===== src/rtl/stream_mux_rr_if.sv =====
// Bundle of the N producer streams, mode/select controls and the single consumer stream
// that surround stream_mux_rr.
interface stream_mux_rr_if #(
    parameter int WIDTH = 2,
    parameter int N     = 4,
    parameter int SELW  = 2
);
    // Valid/ready: a word moves on a cycle where valid and ready are both high.
    // A producer holds data and valid until that happens, and ready never depends on data.
    logic [N*WIDTH-1:0] in_data;
    logic [N-1:0]       in_valid;
    logic [N-1:0]       in_ready;
    logic               mode;
    logic [SELW-1:0]    sel;
    logic [WIDTH-1:0]   out_data;
    logic [SELW-1:0]    out_src;
    logic               out_valid;
    logic               out_ready;

    modport slave (
        input  in_data, in_valid, mode, sel, out_ready,
        output in_ready, out_data, out_src, out_valid
    );

    modport master (
        output in_data, in_valid, mode, sel, out_ready,
        input  in_ready, out_data, out_src, out_valid
    );
endinterface


===== src/rtl/stream_mux_rr.sv =====
// N-input registered stream multiplexer. It grants one channel either by an explicit
// select or by round-robin, and the winning word goes through a one-entry output register.
module stream_mux_rr #(
    parameter int WIDTH = 2,
    parameter int N     = 4,
    parameter int SELW  = 2
) (
    input  logic           clk,
    input  logic           rst,
    stream_mux_rr_if.slave s
);
    logic [SELW-1:0]  ptr;
    logic [WIDTH-1:0] data_q;
    logic [SELW-1:0]  src_q;
    logic             valid_q;

    logic             adv;
    logic             gnt;
    logic [SELW-1:0]  gnt_idx;

    assign adv = !valid_q || s.out_ready;

    // Round-robin searches from ptr+1 upward, so after reset (ptr=N-1) channel 0 is checked first.
    always_comb begin
        gnt     = 1'b0;
        gnt_idx = '0;
        if (!s.mode) begin
            for (int i = 0; i < N; i++) begin
                if (s.sel == SELW'(i) && s.in_valid[i]) begin
                    gnt     = 1'b1;
                    gnt_idx = SELW'(i);
                end
            end
        end else begin
            for (int k = 1; k <= N; k++) begin
                if (!gnt && s.in_valid[(int'(ptr) + k) % N]) begin
                    gnt     = 1'b1;
                    gnt_idx = SELW'((int'(ptr) + k) % N);
                end
            end
        end
    end

    // Ready is masked while rst is high. Otherwise an empty register would accept during reset.
    assign s.in_ready = (adv && gnt && !rst) ? (N'(1) << gnt_idx) : '0;

    always_ff @(posedge clk or posedge rst) begin
        if (rst) begin
            data_q  <= '0;
            src_q   <= '0;
            valid_q <= 1'b0;
            ptr     <= SELW'(N - 1);
        end else if (adv) begin
            if (gnt) begin
                data_q  <= s.in_data[int'(gnt_idx)*WIDTH +: WIDTH];
                src_q   <= gnt_idx;
                valid_q <= 1'b1;
                ptr     <= gnt_idx;
            end else begin
                valid_q <= 1'b0;
            end
        end
    end

    assign s.out_data  = data_q;
    assign s.out_src   = src_q;
    assign s.out_valid = valid_q;
endmodule


===== src/flat_wrapper.sv =====
// flat-port wrapper written by rule: the top's interface ports become plain ports
module stream_mux_rr_flat 
#(
    parameter int WIDTH = 2,
    parameter int N     = 4,
    parameter int SELW  = 2
)
  (clk, rst, s_in_data, s_in_valid, s_mode, s_sel, s_out_ready, s_in_ready, s_out_data, s_out_src, s_out_valid);
  stream_mux_rr_if #(.WIDTH(WIDTH), .N(N), .SELW(SELW)) s_i ();
  input  logic clk;
  input  logic rst;
  input wire logic [$bits(s_i.in_data)-1:0] s_in_data;
  input wire logic [$bits(s_i.in_valid)-1:0] s_in_valid;
  input wire logic [$bits(s_i.mode)-1:0] s_mode;
  input wire logic [$bits(s_i.sel)-1:0] s_sel;
  input wire logic [$bits(s_i.out_ready)-1:0] s_out_ready;
  output wire logic [$bits(s_i.in_ready)-1:0] s_in_ready;
  output wire logic [$bits(s_i.out_data)-1:0] s_out_data;
  output wire logic [$bits(s_i.out_src)-1:0] s_out_src;
  output wire logic [$bits(s_i.out_valid)-1:0] s_out_valid;
  assign s_i.in_data = s_in_data;
  assign s_i.in_valid = s_in_valid;
  assign s_i.mode = s_mode;
  assign s_i.sel = s_sel;
  assign s_i.out_ready = s_out_ready;
  assign s_in_ready = s_i.in_ready;
  assign s_out_data = s_i.out_data;
  assign s_out_src = s_i.out_src;
  assign s_out_valid = s_i.out_valid;
  stream_mux_rr #(.WIDTH(WIDTH), .N(N), .SELW(SELW)) u_core (.clk(clk), .rst(rst), .s(s_i));
endmodule

===== config.mk =====
export PLATFORM = sky130hd
export DESIGN_NAME = stream_mux_rr_flat
export DESIGN_NICKNAME = d
export VERILOG_FILES = /design/src/rtl/stream_mux_rr_if.sv /design/src/rtl/stream_mux_rr.sv /design/src/flat_wrapper.sv
export SDC_FILE = /design/constraint.sdc
export NUM_CORES = 1
export LEC_CHECK = 0
export CORE_MARGIN = 2
export CORE_UTILIZATION = 43
export CTS_CLUSTER_DIAMETER = 200
export DETAILED_ROUTE_END_ITERATION = 6
export PLACE_DENSITY_LB_ADDON = 0.05
export SETUP_SLACK_MARGIN = 0.02
export SLEW_MARGIN = 30
export SYNTH_ARGS = -nofsm -noshare
export SYNTH_HDL_FRONTEND = slang
export SYNTH_SLANG_ARGS = --single-unit

===== constraint.sdc =====
create_clock -name clk -period 4.7 [get_ports clk]
set_input_delay 0.94 -clock clk [delete_from_list [all_inputs] [get_ports clk]]
set_output_delay 0.94 -clock clk [all_outputs]
set_load 0.02 [all_outputs]

==> reports/results.tsv, run 1 <==
stage	metric	value	unit
clocking	Bufs on Longest Clock Path	2	
synthesis	YS warnings	0	
timing	final hold vios	0	
timing	Slew @ Worst Pin	0.444	ns
synthesis	Post-Syn Nets	85	
critical_path	Critical Path AT	3.52	ns
timing	min cycle time layout	4.46	ns
die	Die Footprint	1690	um2
critical_path	Worst Setup Start Kind	primary input	
place	routability cong.	0.662	
hold_path	Worst Hold Depth	2	
clocking	CTS tree	yes	
route	vias per cell	5.52	
layout	ant diodes	0	
critical_path	R2R Setup Slk	2.46	ns
route	drt total wl	1.42	mm
place	Placed Cells	107	
power	sequential share of power	33.7	%
synthesis	Netlist cell types	35	
die	Initial Utilization	45.6	%
clocking	total CTS buffers	3	
synthesis	Seq/Total Area, Yosys	30.0	%
power	Psw	0.0942	mW
clocking	CTS HTree Levels	1	
clocking	Post-CTS Resized	0	
route	DR pass1 iterations	2	
timing	Slew HR	69.6	%
critical_path	Worst Path Class, Setup	primary input to output pin	
global_route	GRT overflow	0	
power	P per Cell Area	304	nW/um2
die	die width	41.1	um
hold_path	Worst Hold Class	register to register	
die	core footprint	1300	um2
clocking	Post-CTS Hold Buffers	0	
global_route	initial antenna violation count	0	
clocking	Setup Fix Bufs, Post-CTS	0	
layout	Layout Cells excl Fill	111	
clocking	clk sinks	7	
clocking	clock latency on the worst-skew pair	0.25	ns
place	number of port buffers	26	
hold_path	hold path start	u_core.s.out_src[1]	
synthesis	Yosys reg bits	7	
die	Die H	41.1	um
synthesis	Mean Syn Cell Area	8.85	um2
critical_path	CP Data Required Time	3.76	ns
layout	NumNets Final	115	
place	hpwl dp	1.12	mm
timing	period utilization	95.0	%
layout	layout cells sized above 1	14.6	%
hold_path	worst hold endpoint	u_core.s.out_src[1]	
synthesis	Post-Syn Area	593	um2
timing	final setup TNS	0	ns
timing	highest clock rate	224	MHz
critical_path	Critical Path End Type	output pin	
route	wire per inst	12.8	um
timing	WHS	0.504	ns
clocking	clock slew at reported path FFs	0.05	ns
global_route	total track usage	18.7	%
layout	fillcell total	115	
power	Net Sw Frac	34.7	%
timing	Setup violations, final	0	
critical_path	crit path launch	s_in_valid[2]	
synthesis	Mapped Cells	67	
critical_path	reg2reg end	u_core.s.out_data[1]	
power	Max VDD drop	246	uV
global_route	vias in the first global route	474	
global_route	largest net degree at the start of global routing	11	
route	1st-iter DRT viols	4	
timing	max-slew violation count	0	
power	power share of the combinational group	46.7	%
global_route	first-pass GRT wire length	2.03	mm
layout	commonest non-fill, non-tap cells in the layout	clkdlybuf4s50_1 (26), nor2_1 (8), o21ai_0 (5), dfrtp_1 (5)	
critical_path	CP max FO	9	
timing	Worst Skew	0.00437	ns
die	# IOs	27	
job	Max-Cap Viols	0	
layout	Area growth syn-to-layout	50.8	%
critical_path	worst r2r src	u_core.ptr[0]	
clocking	CTS Root Cell	clkbuf_4	
critical_path	worst r2r path cells	5	
route	Detail Route Antenna Nets	0	
timing	RSZ-0062 raised after global routing	no	
die	Site Rows	13	
power	Pint	0.177	mW
route	Residual DRC	0	
power	Leak Pwr	0.354	nW
route	DR vias	613	
status	status	finished, final reports clean	
power	clock power share	19.6	%
layout	most common cell after layout, fill and taps aside	clkdlybuf4s50_1	
[layout make-up]
class,count,area [um2],area share (%)
Multi-Input combinational cell,53,385,43.1
Timing Repair Buffer,27,268,29.9
Sequential cell,7,178,19.9
Clock buffer,4,26.3,2.94
Inverter,5,18.8,2.10
Tap cell,15,18.8,2.10
[critical path, cell delays in order]
cell and delay, ns:
clkdlybuf4s50_1 0.61, or3b_2 0.49, a211oi_2 0.35, a211o_4 0.20, nand3_1 0.11, nor3_1 0.18, clkdlybuf4s50_1 0.64
[registers in the layout, indices dropped and copies added (netlist names)]
| register | flops |
|---|---|
| u_core.s.out_valid | 1 |
| u_core.s.out_data | 2 |
| u_core.s.out_src | 2 |
| u_core.ptr | 2 |
[worst max-delay path by stage]
stage,endpoint,slack [ns],cells past startpoint
after floorplan,s_in_ready[3],1.19,6
after global placement,s_in_ready[3],0.30,7
after detailed placement,s_in_ready[3],0.26,7
after CTS,s_in_ready[3],0.24,7
after global routing,s_in_ready[3],0.1,7
final,s_in_ready[3],0.24,7
[layer usage]
metal,vias to the layer above,share of wire [%],track usage [%]
met1,273,50,24.2
met5,-,0,0
met2,17,42,28.1
met4,0,1.6,9.68
li1,321,-,-
met3,2,5.9,4.89
[logic make-up (layout without fill, tap and decap cells)]
logic type	after synthesis	in the layout	share of synthesized area, %
mux	7	7	14.3
simple gates	24	24	22.6
buf+inv	7	36	5.06
flops	7	7	30.0
compound gates	22	22	28.1
[through the flow]
step	utilization, %	area (um2)	setup slack, ns	total power [mW]
after detailed placement	66.7	868	0.262	0.219
after CTS	68.8	895	0.238	0.275
after global placement	66.7	868	0.296	0.218
final	68.8	895	0.236	0.272
after floorplan	-	593	1.19	0.166
after global routing	68.8	895	0.0989	0.290
[power by group through the flow]
stage               clock [mW]  sequential [mW]  combinational [mW]
floorplan                    0            0.103              0.0624
global placement             0           0.0919               0.126
detailed placement           0           0.0921               0.127
CTS                     0.0567           0.0913               0.127
global route            0.0580           0.0939               0.138
finish                  0.0531           0.0916               0.127
[synthesized netlist by cell type]
master / n / area share [%]
clkbuf_1: 1 / 0.63
nor4_1: 1 / 1.1
and3_1: 1 / 1.1
and2b_2: 1 / 1.5
buf_4: 1 / 1.3
or3b_2: 1 / 1.5
mux2_2: 2 / 3.8
o32ai_1: 1 / 1.5
o221ai_1: 1 / 1.5
a21oi_1: 3 / 2.5
inv_2: 1 / 0.63
nor2_1: 8 / 5.1
a211oi_2: 1 / 2.1
o21ai_1: 1 / 0.84
dfrtp_1: 5 / 21
mux2i_1: 4 / 6.8
o21ai_0: 5 / 4.2
a211oi_1: 2 / 2.5
dfstp_2: 2 / 8.9
o21a_1: 1 / 1.3
a221oi_1: 2 / 3.0
nand3_1: 1 / 0.84
or3b_1: 1 / 1.5
inv_1: 4 / 2.5
nor3_1: 1 / 0.84
and3b_1: 1 / 1.5
a221o_1: 1 / 1.7
a211o_4: 1 / 3.0
nand2_1: 2 / 1.3
nor2b_1: 1 / 1.1
nand2b_1: 4 / 4.2
mux4_2: 1 / 3.8
a31oi_1: 1 / 1.1
a2111oi_0: 2 / 3.0
nand3b_1: 1 / 1.3
No activity file was read; power rests on OpenSTA's default activity.
==> run 2, diff against run 1 <==
--- a/config.mk
+++ b/config.mk
@@ -8,6 +8,7 @@
 export CORE_MARGIN = 2
 export CORE_UTILIZATION = 43
 export CTS_CLUSTER_DIAMETER = 200
+export CTS_CLUSTER_SIZE = 16
 export DETAILED_ROUTE_END_ITERATION = 6
 export PLACE_DENSITY_LB_ADDON = 0.05
 export SETUP_SLACK_MARGIN = 0.02
==> results of run 2 <==
The final DEF is identical to that of run 1; final timing and power are the same.
==> run 3, diff against run 2 <==
--- a/config.mk
+++ b/config.mk
@@ -5,6 +5,7 @@
 export SDC_FILE = /design/constraint.sdc
 export NUM_CORES = 1
 export LEC_CHECK = 0
+export CAP_MARGIN = 20
 export CORE_MARGIN = 2
 export CORE_UTILIZATION = 43
 export CTS_CLUSTER_DIAMETER = 200
==> results of run 3 <==
The final DEF is identical to that of run 1; final timing and power are the same.
